<file path="config.mk">
export PLATFORM = sky130hd
export DESIGN_NAME = multicycle_control
export DESIGN_NICKNAME = d
export VERILOG_FILES = /design/src/rtl/multicycle_control.sv
export SDC_FILE = /design/constraint.sdc
export NUM_CORES = 1
export LEC_CHECK = 0
export ABC_AREA = 1
export CORE_MARGIN = 2
export CORE_UTILIZATION = 36
export CTS_BUF_LIST = sky130_fd_sc_hd__clkbuf_2 sky130_fd_sc_hd__clkbuf_4 sky130_fd_sc_hd__clkbuf_8
export DETAILED_ROUTE_END_ITERATION = 16
export PLACE_DENSITY = 0.86
export SETUP_SLACK_MARGIN = 0.1
export SLEW_MARGIN = 0
export SYNTH_ARGS = -nofsm -noshare
export SYNTH_HDL_FRONTEND = slang
export SYNTH_SLANG_ARGS = --single-unit
export TNS_END_PERCENT = 20
</file>
<file path="constraint.sdc">
create_clock -name clk -period 1.35 [get_ports clk]
set_clock_uncertainty 0.2 [all_clocks]
set_input_delay 0.27 -clock clk [delete_from_list [all_inputs] [get_ports clk]]
set_output_delay 0.27 -clock clk [all_outputs]
set_load 0.02 [all_outputs]
</file>
<file path="src/rtl/multicycle_control.sv">
// rtl/multicycle_control.sv - multicycle MIPS control sequencer
module multicycle_control (
  input  logic       clk,
  input  logic       reset,
  input  logic [5:0] op,
  input  logic [5:0] funct,
  input  logic       zero,
  input  logic       mem_ready,
  output logic       pc_en,
  output logic       iord,
  output logic       mem_write,
  output logic       ir_write,
  output logic       reg_dst,
  output logic       mem_to_reg,
  output logic       reg_write,
  output logic       alu_src_a,
  output logic [1:0] alu_src_b,
  output logic [2:0] alu_control,
  output logic [1:0] pc_src,
  output logic       ext_zero,
  output logic [3:0] state,
  output logic       retire,
  output logic       illegal
);

  localparam logic [5:0] OP_RTYPE = 6'b000000;
  localparam logic [5:0] OP_LW    = 6'b100011;
  localparam logic [5:0] OP_SW    = 6'b101011;
  localparam logic [5:0] OP_BEQ   = 6'b000100;
  localparam logic [5:0] OP_ADDI  = 6'b001000;
  localparam logic [5:0] OP_ORI   = 6'b001101;
  localparam logic [5:0] OP_J     = 6'b000010;

  localparam logic [5:0] FN_ADD = 6'b100000;
  localparam logic [5:0] FN_SUB = 6'b100010;
  localparam logic [5:0] FN_AND = 6'b100100;
  localparam logic [5:0] FN_OR  = 6'b100101;
  localparam logic [5:0] FN_SLT = 6'b101010;

  localparam logic [2:0] ALU_ADD = 3'b010;
  localparam logic [2:0] ALU_SUB = 3'b110;
  localparam logic [2:0] ALU_AND = 3'b000;
  localparam logic [2:0] ALU_OR  = 3'b001;
  localparam logic [2:0] ALU_SLT = 3'b111;

  typedef enum logic [3:0] {
    S_FETCH   = 4'd0,
    S_DECODE  = 4'd1,
    S_MEMADR  = 4'd2,
    S_MEMRD   = 4'd3,
    S_MEMWB   = 4'd4,
    S_MEMWR   = 4'd5,
    S_EXEC_R  = 4'd6,
    S_ALUWB   = 4'd7,
    S_BRANCH  = 4'd8,
    S_IMMEXEC = 4'd9,
    S_IMMWB   = 4'd10,
    S_JUMP    = 4'd11,
    S_HALT    = 4'd15
  } state_e;

  state_e state_q, state_d;

  logic [2:0] r_alu;
  logic       r_ok;

  // Raw enables before the reset override on write strobes
  logic pc_en_raw, mem_write_raw, ir_write_raw, reg_write_raw;

  // R-type funct to ALU operation, flagging unsupported functs
  always_comb begin
    r_ok  = 1'b1;
    r_alu = ALU_ADD;
    case (funct)
      FN_ADD:  r_alu = ALU_ADD;
      FN_SUB:  r_alu = ALU_SUB;
      FN_AND:  r_alu = ALU_AND;
      FN_OR:   r_alu = ALU_OR;
      FN_SLT:  r_alu = ALU_SLT;
      default: r_ok  = 1'b0;
    endcase
  end

  // State register; reset returns to FETCH without waiting for an edge
  always_ff @(posedge clk or posedge reset) begin
    if (reset) state_q <= S_FETCH;
    else       state_q <= state_d;
  end

  // Next-state and Moore/gated control decode
  always_comb begin
    state_d       = state_q;
    pc_en_raw     = 1'b0;
    iord          = 1'b0;
    mem_write_raw = 1'b0;
    ir_write_raw  = 1'b0;
    reg_dst       = 1'b0;
    mem_to_reg    = 1'b0;
    reg_write_raw = 1'b0;
    alu_src_a     = 1'b0;
    alu_src_b     = 2'b00;
    alu_control   = 3'b000;
    pc_src        = 2'b00;
    ext_zero      = 1'b0;
    retire        = 1'b0;
    illegal       = 1'b0;

    case (state_q)
      S_FETCH: begin
        alu_src_b    = 2'b01;
        alu_control  = ALU_ADD;
        ir_write_raw = mem_ready;
        pc_en_raw    = mem_ready;
        if (mem_ready) state_d = S_DECODE;
      end
      S_DECODE: begin
        // Branch target is precomputed here into ALUOut
        alu_src_b   = 2'b11;
        alu_control = ALU_ADD;
        case (op)
          OP_LW, OP_SW:     state_d = S_MEMADR;
          OP_RTYPE:         state_d = r_ok ? S_EXEC_R : S_HALT;
          OP_BEQ:           state_d = S_BRANCH;
          OP_ADDI, OP_ORI:  state_d = S_IMMEXEC;
          OP_J:             state_d = S_JUMP;
          default:          state_d = S_HALT;
        endcase
      end
      S_MEMADR: begin
        alu_src_a   = 1'b1;
        alu_src_b   = 2'b10;
        alu_control = ALU_ADD;
        state_d     = (op == OP_LW) ? S_MEMRD : S_MEMWR;
      end
      S_MEMRD: begin
        iord = 1'b1;
        if (mem_ready) state_d = S_MEMWB;
      end
      S_MEMWB: begin
        mem_to_reg    = 1'b1;
        reg_write_raw = 1'b1;
        retire        = 1'b1;
        state_d       = S_FETCH;
      end
      S_MEMWR: begin
        // Strobe held for the whole wait; retires on the completing cycle
        iord          = 1'b1;
        mem_write_raw = 1'b1;
        if (mem_ready) begin
          retire  = 1'b1;
          state_d = S_FETCH;
        end
      end
      S_EXEC_R: begin
        alu_src_a   = 1'b1;
        alu_control = r_alu;
        state_d     = S_ALUWB;
      end
      S_ALUWB: begin
        reg_dst       = 1'b1;
        reg_write_raw = 1'b1;
        retire        = 1'b1;
        state_d       = S_FETCH;
      end
      S_BRANCH: begin
        alu_src_a   = 1'b1;
        alu_control = ALU_SUB;
        pc_src      = 2'b01;
        pc_en_raw   = zero;
        retire      = 1'b1;
        state_d     = S_FETCH;
      end
      S_IMMEXEC: begin
        alu_src_a   = 1'b1;
        alu_src_b   = 2'b10;
        alu_control = (op == OP_ORI) ? ALU_OR : ALU_ADD;
        ext_zero    = (op == OP_ORI);
        state_d     = S_IMMWB;
      end
      S_IMMWB: begin
        // IR is stable, so ext_zero naturally holds the IMMEXEC choice
        reg_write_raw = 1'b1;
        ext_zero      = (op == OP_ORI);
        retire        = 1'b1;
        state_d       = S_FETCH;
      end
      S_JUMP: begin
        pc_src    = 2'b10;
        pc_en_raw = 1'b1;
        retire    = 1'b1;
        state_d   = S_FETCH;
      end
      S_HALT: begin
        illegal = 1'b1;
      end
      default: state_d = S_FETCH;
    endcase
  end

  // Write strobes are suppressed while reset is held
  assign pc_en     = pc_en_raw     & ~reset;
  assign mem_write = mem_write_raw & ~reset;
  assign ir_write  = ir_write_raw  & ~reset;
  assign reg_write = reg_write_raw & ~reset;
  assign state     = state_q;

endmodule

</file>
==> flow_metrics.env, run 1 <==
export IMPL_grt_max_degree=7
export IMPL_seqPwrFrac=0.098
export IMPL_cts_tree="built"
export IMPL_port_buffers=37
export IMPL_drive_gt1_frac=0.591
export IMPL_critPathArrivalTime_ns=1.62
export IMPL_ir_worst_vdd_v=0.00198
export IMPL_startpoint_type="register"
export IMPL_period_share=1.54
export IMPL_switchingPower_mw=1.81
export IMPL_p_comb_frac=0.855
export IMPL_place_hpwl_mm=2.62
export IMPL_violations="negative setup slack"
export IMPL_viasPerCell=5.52
export IMPL_slowest_stage="dfrtp_2"
export IMPL_synthTopCellsByArea="nand2_1 (17%), dfrtp_1 (14%), nor2_1 (14%)"
export IMPL_yosys_warnings=0
export IMPL_cap_viol_max_count=0
export IMPL_min_period_ns=2.09
export IMPL_largest_reg_flops=4
export IMPL_cp_depth=5
export IMPL_pwr_share_clk=0.047
export IMPL_end_kind="primary output"
export IMPL_cp_cell_sequence="nor2_4, buf_6, nand2_8, o41ai_4, buf_4"
export IMPL_p_per_area_nw_per_um2=1950
export IMPL_ios=38
export IMPL_finalNetCount=238
export IMPL_gp_congestion=0.914
export IMPL_cts_sinks=4
export IMPL_leakage_nw=0.891
export IMPL_synth_nets=151
export IMPL_fin_cells=247
export IMPL_grt_pass1_wl_mm=6.03
export IMPL_setup_viol=26
export IMPL_overflow=0
export IMPL_dieArea_um2=2370
export IMPL_placed_cells=236
export IMPL_p_int_mw=1.53
export IMPL_max_freq_mhz=480
export IMPL_num_rows=16
export IMPL_yosys_area_top_type="nand2_1"
export IMPL_grt_use_total=0.327
export IMPL_dieHeight_um=48.7
export IMPL_post_synth_num_cell_types=23
export IMPL_yosysTopAreaCellShare=0.172
export IMPL_crit_family="flip-flops"
export IMPL_drc_errors=0
export IMPL_hold_slack_ns=0.320
export IMPL_vias=1364
export IMPL_initial_utilization=0.374
export IMPL_yosys_register_bits=4
export IMPL_crit_required_ns=0.88
export IMPL_clk_path_buf_depth=2
export IMPL_htreeDepth=1
export IMPL_hold_class="input port to async pin"
export IMPL_path_buf_inv=2
export IMPL_worstMarginPinSlew_ns=0.314
export IMPL_finalWorstSetupSlack_ns=-0.735
export IMPL_seq_area_frac_synth=0.139
export IMPL_path_class="register to primary output"
export IMPL_insertion_delay_ns=0.24
export IMPL_cts_root_buf="clkbuf_4"
export IMPL_status="complete, but fails checks"
export IMPL_reg2regPathDepth=9
export IMPL_diodes=0
export IMPL_max_slew_margin=0.790
export IMPL_synth_avg_cell_area_um2=5.32
export IMPL_rsz0062_at_grt="true"
export IMPL_hold_viol_final=0
export IMPL_core_area_um2=1920
export IMPL_detail_route_antenna_nets=0
export IMPL_finalPower_mw=3.33
export IMPL_die_x_um=48.7
export IMPL_area_growth_pct=138
export IMPL_swShare=0.542
export IMPL_grt_pass1_vias=1320
export IMPL_clkTransAtPathRegs_ns=0.04
export IMPL_routed_wl_mm=4.78
export IMPL_crit_fanout=4
export IMPL_antenna_found_initial=0
export IMPL_slew_viol_final=0
export IMPL_drtPass1Iterations=5
export IMPL_slowest_delay_ns=0.47
export IMPL_wl_per_cell_um=19.3
export IMPL_synthCells=135
export IMPL_numCtsBuffers=3
export IMPL_synth_cell_area_um2=718
export IMPL_drt_initial_drc_count=59
[synthesized netlist by cell type (all sizes together)]
master  instances
nor2           33
o21bai          1
o22ai           1
dfrtp           4
nand3b          1
o41ai           1
nand2          36
nor3            3
a21oi           5
inv            30
a31oi           2
o21ai           4
nand3          11
o21a            1
o211ai          2
[what timing repair did]
item	CTS	global route
endpoints found under the setup margin	26	26
buffers inserted	4	4
cloned	0	0
gates resized for setup	134	29
pin swaps	16	8
hold buffers	0	0
[path summary, 6_finish.rpt]
path,end,slack (ns),from
max in group asynchronous,state[2],0.50,reset
worst max-delay path,alu_control[2],-0.74,state[3]
worst max register to register,state[2],-0.46,state[2]
worst min-delay path,state[3],0.32,reset
worst min register to register,state[2],0.50,state[2]
min in group clk,state[2],0.50,state[2]
[cell usage in the layout, fill, tap and decap left out, types with 2 or more instances in the layout]
| master | Yosys | routed |
|---|---|---|
| a21oi_2 | 1 | 4 |
| a31oi_4 | 0 | 2 |
| buf_2 | 0 | 2 |
| buf_4 | 0 | 48 |
| buf_6 | 0 | 17 |
| clkbuf_4 | 0 | 3 |
| clkdlybuf4s50_1 | 0 | 7 |
| dfrtp_2 | 0 | 4 |
| dlygate4sd2_1 | 0 | 5 |
| dlymetal6s2s_1 | 0 | 3 |
| inv_1 | 22 | 15 |
| inv_2 | 8 | 14 |
| nand2_1 | 33 | 29 |
| nand2_2 | 3 | 4 |
| nand2_8 | 0 | 2 |
| nand3_1 | 11 | 10 |
| nor2_1 | 26 | 14 |
| nor2_2 | 3 | 7 |
| nor2_4 | 4 | 12 |
| nor3_4 | 0 | 2 |
| o21ai_1 | 2 | 3 |
[area by class of cell]
type | instances | area [um2]
Tap cell | 27 | 33.8
Sequential cell | 4 | 105
Multi-Input combinational cell | 101 | 719
Clock buffer | 3 | 22.5
Timing Repair Buffer | 82 | 713
Inverter | 30 | 115
Fill cell | 92 | 213
[kinds of logic after synthesis]
family	synth area share
buffers and inverters	0.157
and+or+nand+nor	0.538
AOI/OAI and AO/OA	0.166
DFF	0.139
[layer usage]
metal / routed length, um / track usage / vias to the layer above
met5: 0 / 0 / -
li1: - / - / 593
met1: 1880 / 0.358 / 654
met3: 396 / 0.0864 / 28
met2: 2290 / 0.587 / 89
met4: 201 / 0.148 / 0
[power groups by stage]
stage | registers (mW) | clock network, mW | logic [mW]
after global routing | 0.328 | 0.169 | 2.95
after CTS | 0.312 | 0.162 | 2.46
final | 0.326 | 0.156 | 2.85
after detailed placement | 0.297 | 0 | 2.31
after global placement | 0.286 | 0 | 2.21
after floorplan | 0.370 | 0 | 1.08
[per-stage QoR]
| stage | setup TNS, ns | worst slack, ns | util | instance area, um2 |
|---|---|---|---|---|
| finish | -12.64 | -0.735 | 0.889 | 1710 |
| global route | -13.38 | -0.761 | 0.889 | 1710 |
| CTS | -10.87 | -0.596 | 0.813 | 1560 |
| detailed placement | -17.65 | -1.11 | 0.775 | 1490 |
| global placement | -16.38 | -1.01 | 0.775 | 1490 |
| floorplan | -4.28 | -0.348 | - | 807 |
[tightest hold or removal path: stages]
cell and delay (ns):
clkdlybuf4s50_1 0.52, inv_1 0.15, buf_4 0.16
Note: power is estimated with default switching activity, not from simulation.
==> run 2: changes to the inputs <==
- CORE_ASPECT_RATIO: unset -> 1.2
- SKIP_CTS_REPAIR_TIMING: unset -> 1
==> run 2 against run 1 <==
Compared with the run above: the run still ends with negative setup slack left; die area is essentially flat; setup slack gained 0.080 ns; via count shrank 11%; global-route usage shrank 6.2 points; cell area shrank 12%; non-clock buffer count shrank 9.
==> flow_metrics.env, run 2 (same netlist as run 1, synthesis figures left out) <==
export IMPL_regArea_um2=105
export IMPL_htreeDepth=1
export IMPL_final_area_um2=1510
export IMPL_numCtsBuffers=3
export IMPL_largest_reg_flops=4
export IMPL_vias=1209
export IMPL_p_comb_frac=0.828
export IMPL_place_area_um2=1450
export IMPL_period_share=1.49
export IMPL_r2r_start="state[1]"
export IMPL_layout_commonest_cell="buf_4"
export IMPL_num_rows=17
export IMPL_reg2regPathDepth=10
export IMPL_pwr_share_clk=0.059
export IMPL_grt_pass1_wl_mm=4.66
export IMPL_place_hpwl_mm=2.40
export IMPL_multi_input_area_um2=636
export IMPL_ir_worst_vdd_v=0.00112
export IMPL_drive_gt1_frac=0.517
export IMPL_hold_slack_ns=0.248
export IMPL_path_class="register to primary output"
export IMPL_die_x_um=44.8
export IMPL_cts_sinks=4
export IMPL_crit_family="simple AND/OR/NAND/NOR gates"
export IMPL_r2r_end="state[2]"
export IMPL_rsz0062_at_grt="true"
export IMPL_min_period_ns=2.01
export IMPL_status="complete, but fails checks"
export IMPL_final_cell_mix="buf_4 (43), nand2_1 (29), inv_1 (19)"
export IMPL_dieHeight_um=52.9
export IMPL_fillers=124
export IMPL_leakage_nw=0.869
export IMPL_hold_viol_final=0
export IMPL_p_per_area_nw_per_um2=1810
export IMPL_viasPerCell=5.26
export IMPL_crit_required_ns=0.88
export IMPL_drc_errors=0
export IMPL_switchingPower_mw=1.48
export IMPL_slowest_stage="dfrtp_2"
export IMPL_worstMarginPinSlew_ns=0.277
export IMPL_slew_viol_final=0
export IMPL_seqPwrFrac=0.113
export IMPL_grt_max_degree=7
export IMPL_clk_path_buf_depth=2
export IMPL_port_buffers=37
export IMPL_startpoint_type="register"
export IMPL_grt_use_total=0.266
export IMPL_routed_wl_mm=3.31
export IMPL_cp_cell_sequence="inv_2, nand2_4, nor3_1, inv_1, nand2_1, nand2_1, inv_2, clkbuf_2"
export IMPL_p_int_mw=1.26
export IMPL_clkTransAtPathRegs_ns=0.04
export IMPL_grt_pass1_vias=1164
export IMPL_antenna_found_initial=0
export IMPL_swShare=0.539
export IMPL_area_growth_pct=110
export IMPL_hold_class="input port to async pin"
export IMPL_core_area_um2=1850
export IMPL_gp_congestion=0.918
export IMPL_detail_route_antenna_nets=0
export IMPL_violations="negative setup slack"
export IMPL_initial_utilization=0.388
export IMPL_slowest_delay_ns=0.40
export IMPL_cts_root_buf="clkbuf_4"
export IMPL_finalNetCount=229
export IMPL_critPathArrivalTime_ns=1.54
export IMPL_drt_initial_drc_count=41
export IMPL_overflow=0
export IMPL_cts_tree="built"
export IMPL_reg2reg_slack_ns=-0.42
export IMPL_insertion_delay_ns=0.25
export IMPL_cap_viol_max_count=0
export IMPL_path_buf_inv=4
export IMPL_diodes=0
export IMPL_setup_viol=26
export IMPL_finalWorstSetupSlack_ns=-0.655
export IMPL_dieArea_um2=2370
export IMPL_max_slew_margin=0.815
export IMPL_max_freq_mhz=499
export IMPL_crit_fanout=6
export IMPL_end_kind="primary output"
export IMPL_wl_per_cell_um=14.4
export IMPL_ios=38
export IMPL_drtPass1Iterations=4
==> run 2: cell types whose count changed in the layout (fill, tap and decap cells not counted), moves of 2 or more <==
cell / before / now
a21oi_1: 0 / 2
buf_4: 48 / 43
buf_6: 17 / 7
clkbuf_2: 0 / 5
dlygate4sd2_1: 5 / 0
dlymetal6s2s_1: 3 / 7
inv_1: 15 / 19
inv_2: 14 / 10
nand2_4: 1 / 3
nand2_8: 2 / 0
nor2_1: 14 / 16
nor3_4: 2 / 0
==> run 2: tightest hold or removal path, stage by stage <==
cell             delay [ns]
clkdlybuf4s50_1        0.49
inv_1                  0.11
buf_4                  0.15
==> run 2: cell type report <==
type,instances,area share
clock buffers,3,0.0149
multi-input cells,101,0.421
well taps,19,0.0157
inverters,30,0.0762
repair buffers,73,0.403
flip-flops and latches,4,0.0695
==> run 2: through the flow <==
| step | utilization | cells | worst slack (ns) | TNS (ns) | power [mW] |
|---|---|---|---|---|---|
| 6_report | 0.817 | 230 | -0.655 | -11.63 | 2.74 |
| 5_1_grt | 0.817 | 230 | -0.709 | -12.91 | 2.92 |
| 4_1_cts | 0.795 | 227 | -1.09 | -21.35 | 2.65 |
| 3_5_place_dp | 0.783 | 224 | -1.07 | -17.29 | 2.48 |
| 3_3_place_gp | 0.783 | 224 | -1.02 | -16.37 | 2.40 |
| 2_1_floorplan | - | 135 | -0.348 | -4.28 | 1.45 |
==> run 2: power by group through the flow <==
| stage | logic (mW) | registers [mW] | clock network [mW] |
|---|---|---|---|
| after global placement | 2.11 | 0.296 | 0 |
| after detailed placement | 2.18 | 0.300 | 0 |
| final | 2.27 | 0.311 | 0.160 |
| after CTS | 2.19 | 0.299 | 0.158 |
| after global routing | 2.43 | 0.319 | 0.167 |
| after floorplan | 1.08 | 0.370 | 0 |
==> run 2: per-layer routing <==
layer | share of wire | track usage
met2 | 0.58 | 0.531
met5 | 0 | 0
met4 | 0.038 | 0.127
met3 | 0.060 | 0.0205
met1 | 0.32 | 0.264
==> run 2: how the worst max path moves through the flow <==
| stage | start | to | slack [ns] | cells past startpoint |
|---|---|---|---|---|
| after CTS | state[1] | pc_en | -1.09 | 6 |
| after global routing | state[1] | alu_control[0] | -0.71 | 7 |
| after detailed placement | funct[5] | alu_control[2] | -1.07 | 6 |
| after floorplan | state[1] | pc_en | -0.35 | 5 |
| after global placement | funct[5] | alu_control[2] | -1.02 | 6 |
| final | state[2] | reg_write | -0.66 | 8 |
==> run 3: changes to the inputs <==
--- a/config.mk
+++ b/config.mk
@@ -8,2 +8,3 @@
 export ABC_AREA = 1
+export CAP_MARGIN = 20
 export CORE_ASPECT_RATIO = 1.2
@@ -13,2 +14,3 @@
 export DETAILED_ROUTE_END_ITERATION = 16
+export HOLD_SLACK_MARGIN = 0.1
 export PLACE_DENSITY = 0.86
--- a/constraint.sdc
+++ b/constraint.sdc
@@ -4,2 +4,2 @@
 set_output_delay 0.27 -clock clk [all_outputs]
-set_load 0.02 [all_outputs]
+set_load 0.05 [all_outputs]
==> run 3 against run 2 <==
Compared with the run above: the flow now stops in global routing; synthesized cell count unchanged; area after synthesis unchanged.
==> flow_metrics.env, run 3 <==
export IMPL_status="did not finish"
export IMPL_failed_stage="global routing"
export IMPL_error_line="[ERROR DPL-0038] Utilization greater than 100%, impossible to legalize"
export IMPL_yosysTopAreaCellShare=0.172
export IMPL_numCtsBuffers=3
export IMPL_dieHeight_um=52.9
export IMPL_synth_cell_area_um2=718
export IMPL_cts_sinks=4
export IMPL_htreeDepth=1
export IMPL_port_buffers=37
export IMPL_yosys_area_top_type="nand2_1"
export IMPL_clk_path_buf_depth=2
export IMPL_yosys_cell_count_top_type="nand2_1"
export IMPL_die_x_um=44.8
export IMPL_yosys_warnings=0
export IMPL_grt_max_degree=7
export IMPL_yosys_register_bits=4
export IMPL_worst_endpoint_kind="top-level output"
export IMPL_gp_congestion=0.907
export IMPL_synthCells=135
export IMPL_place_hpwl_mm=2.83
export IMPL_synth_flop_cell="dfrtp_1"
export IMPL_synth_edf_count=0
export IMPL_initial_utilization=0.388
export IMPL_synth_nets=151
export IMPL_yosys_top_cells_count="nand2_1 (33), nor2_1 (26), inv_1 (22)"
export IMPL_synth_avg_cell_area_um2=5.32
export IMPL_post_synth_num_cell_types=23
export IMPL_synthTopCellsByArea="nand2_1 (17%), dfrtp_1 (14%), nor2_1 (14%)"
export IMPL_postGrtWorstEndpoint="alu_control[2]"
export IMPL_ios=38
export IMPL_seq_area_frac_synth=0.139
export IMPL_cts_root_buf="clkbuf_4"
export IMPL_num_rows=17
export IMPL_ys_async_sr_fraction=1.00
## run 3: metrics by stage
step / std cells / instance area, um2 / TNS [ns] / hold WS, ns / setup slack, ns
4_1_cts: 231 / 1720 / -12.90 / 0.242 / -0.760
3_5_place_dp: 228 / 1690 / -9.58 / 0.494 / -0.758
3_3_place_gp: 228 / 1690 / -8.53 / 0.480 / -0.695
2_1_floorplan: 135 / 815 / -11.19 / -0.148 / -0.868
## run 3: cell families after synthesis
family,share of synthesized area
AO/OA/AOI/OAI,0.166
flip-flops,0.139
AND/OR/NAND/NOR,0.538
buffers and inverters,0.157
==> run 4: changes to the inputs <==
- CORE_AREA: unset -> 2 2 63 65
- CORE_ASPECT_RATIO: 1.2 -> unset
- CORE_MARGIN: 2 -> unset
- CORE_UTILIZATION: 36 -> unset
- CTS_BUF_LIST: sky130_fd_sc_hd__clkbuf_2 sky130_fd_sc_hd__clkbuf_4 sky130_fd_sc_hd__clkbuf_8 -> unset
- DIE_AREA: unset -> 0 0 65 67
- HOLD_SLACK_MARGIN: 0.1 -> unset
- PLACE_DENSITY: 0.86 -> unset
- PLACE_DENSITY_LB_ADDON: unset -> 0.15
- SETUP_SLACK_MARGIN: 0.1 -> unset
- clock period: 1.35 -> 1.8 ns (I/O delays scaled with it)
==> run 4 against run 3 <==
Compared with the run above: the flow now finishes, with violations (negative setup slack).
==> flow_metrics.env, run 4 (same netlist as run 1, synthesis figures left out) <==
export IMPL_status="complete, but fails checks"
export IMPL_violations="negative setup slack"
export IMPL_gp_congestion=0.834
export IMPL_antenna_found_initial=0
export IMPL_hold_viol_final=0
export IMPL_reg2regPathDepth=9
export IMPL_whs_path_depth=3
export IMPL_fillers=336
export IMPL_hold_path_endpoint="state[2]"
export IMPL_final_area_um2=1970
export IMPL_rsz0062_at_grt="true"
export IMPL_period_share=1.13
export IMPL_placed_cells=255
export IMPL_vias=1113
export IMPL_cts_sinks=4
export IMPL_post_place_ws_ns=-0.406
export IMPL_regArea_um2=105
export IMPL_path_class="register to primary output"
export IMPL_leakage_nw=0.998
export IMPL_clk_path_buf_depth=2
export IMPL_cts_root_buf="clkbuf_8"
export IMPL_largest_reg_flops=4
export IMPL_detail_route_antenna_nets=0
export IMPL_seqPwrFrac=0.074
export IMPL_port_buffers=37
export IMPL_r2r_start="state[2]"
export IMPL_core_area_um2=3610
export IMPL_r2r_end="state[1]"
export IMPL_numCtsBuffers=3
export IMPL_slew_viol_final=0
export IMPL_multi_input_area_um2=706
export IMPL_p_per_area_nw_per_um2=1560
export IMPL_num_rows=22
export IMPL_layout_commonest_cell="buf_4"
export IMPL_min_period_ns=2.04
export IMPL_grt_pass1_wl_mm=4.50
export IMPL_pwr_share_clk=0.061
export IMPL_die_x_um=65
export IMPL_crit_required_ns=1.24
export IMPL_startpoint_type="register"
export IMPL_grt_max_degree=8
export IMPL_viasPerCell=4.18
export IMPL_max_slew_margin=0.766
export IMPL_reg2reg_slack_ns=0.12
export IMPL_overflow=0
export IMPL_grt_use_total=0.128
export IMPL_fin_util=0.546
export IMPL_cts_tree="built"
export IMPL_drtPass1Iterations=4
export IMPL_p_int_mw=1.49
export IMPL_place_hpwl_mm=2.24
export IMPL_place_area_um2=1700
export IMPL_dieArea_um2=4360
export IMPL_insertion_delay_ns=0.22
export IMPL_p_comb_frac=0.865
export IMPL_grt_pass1_vias=1048
export IMPL_final_cell_mix="buf_4 (40), nand2_1 (29), buf_12 (21)"
export IMPL_ios=38
export IMPL_cap_viol_max_count=0
export IMPL_wl_per_cell_um=10.2
export IMPL_finalWorstSetupSlack_ns=-0.239
export IMPL_hold_slack_ns=0.422
export IMPL_swShare=0.514
export IMPL_fin_setup_tns_ns=-2.61
export IMPL_clkTransAtPathRegs_ns=0.03
export IMPL_routed_wl_mm=2.71
export IMPL_critPathArrivalTime_ns=1.48
export IMPL_finalPower_mw=3.07
export IMPL_fin_cells=266
export IMPL_end_kind="primary output"
export IMPL_crit_fanout=6
export IMPL_diodes=0
export IMPL_drc_errors=0
export IMPL_worstMarginPinSlew_ns=0.350
export IMPL_area_growth_pct=174
export IMPL_setup_viol=17
export IMPL_hp_start="state[2]"
export IMPL_htreeDepth=1
export IMPL_dieHeight_um=67
export IMPL_switchingPower_mw=1.58
export IMPL_max_freq_mhz=490
export IMPL_ir_worst_vdd_v=0.000537
export IMPL_finalNetCount=236
export IMPL_drive_gt1_frac=0.596
export IMPL_hold_class="register to register"
export IMPL_drt_initial_drc_count=33
export IMPL_initial_utilization=0.199
run 4: layer usage:
layer | track usage | share of wire | vias up | routed length (um)
li1 | - | - | 591 | -
met3 | 0.0236 | 0.034 | 2 | 93
met4 | 0.0239 | 0.0052 | 0 | 14
met2 | 0.231 | 0.53 | 24 | 1420
met1 | 0.159 | 0.43 | 496 | 1180
met5 | 0 | 0 | - | 0
run 4: how the worst max path moves through the flow:
| stage | start | end | slack, ns |
|---|---|---|---|
| 2_1_floorplan | state[2] | retire | -0.51 |
| 3_3_place_gp | op[2] | alu_control[1] | -0.37 |
| 3_5_place_dp | funct[2] | alu_control[0] | -0.41 |
| 4_1_cts | funct[2] | alu_control[0] | -0.41 |
| 5_1_grt | state[0] | pc_en | -0.31 |
| 6_report | state[0] | pc_en | -0.24 |
run 4: area by class of cell:
type	count	share of cell area
sequential	4	0.0534
inverter	30	0.0604
multi-input combinational	101	0.358
tap	48	0.0305
clock buffer	3	0.0210
timing repair buffer	80	0.476
run 4: critical path: stages (launching register included):
cell and delay [ns]:
dfrtp_2 0.46, nor2_4 0.14, inv_2 0.07, nor2_4 0.15, nand2_2 0.08, a31oi_4 0.20
buf_12 0.15
run 4: power by group through the flow:
stage	clock network (mW)	logic, mW	registers, mW
after detailed placement	0	2.44	0.212
after global routing	0.200	2.82	0.237
after CTS	0.193	2.44	0.212
after global placement	0	2.43	0.214
final	0.186	2.66	0.229
after floorplan	0	1.10	0.353
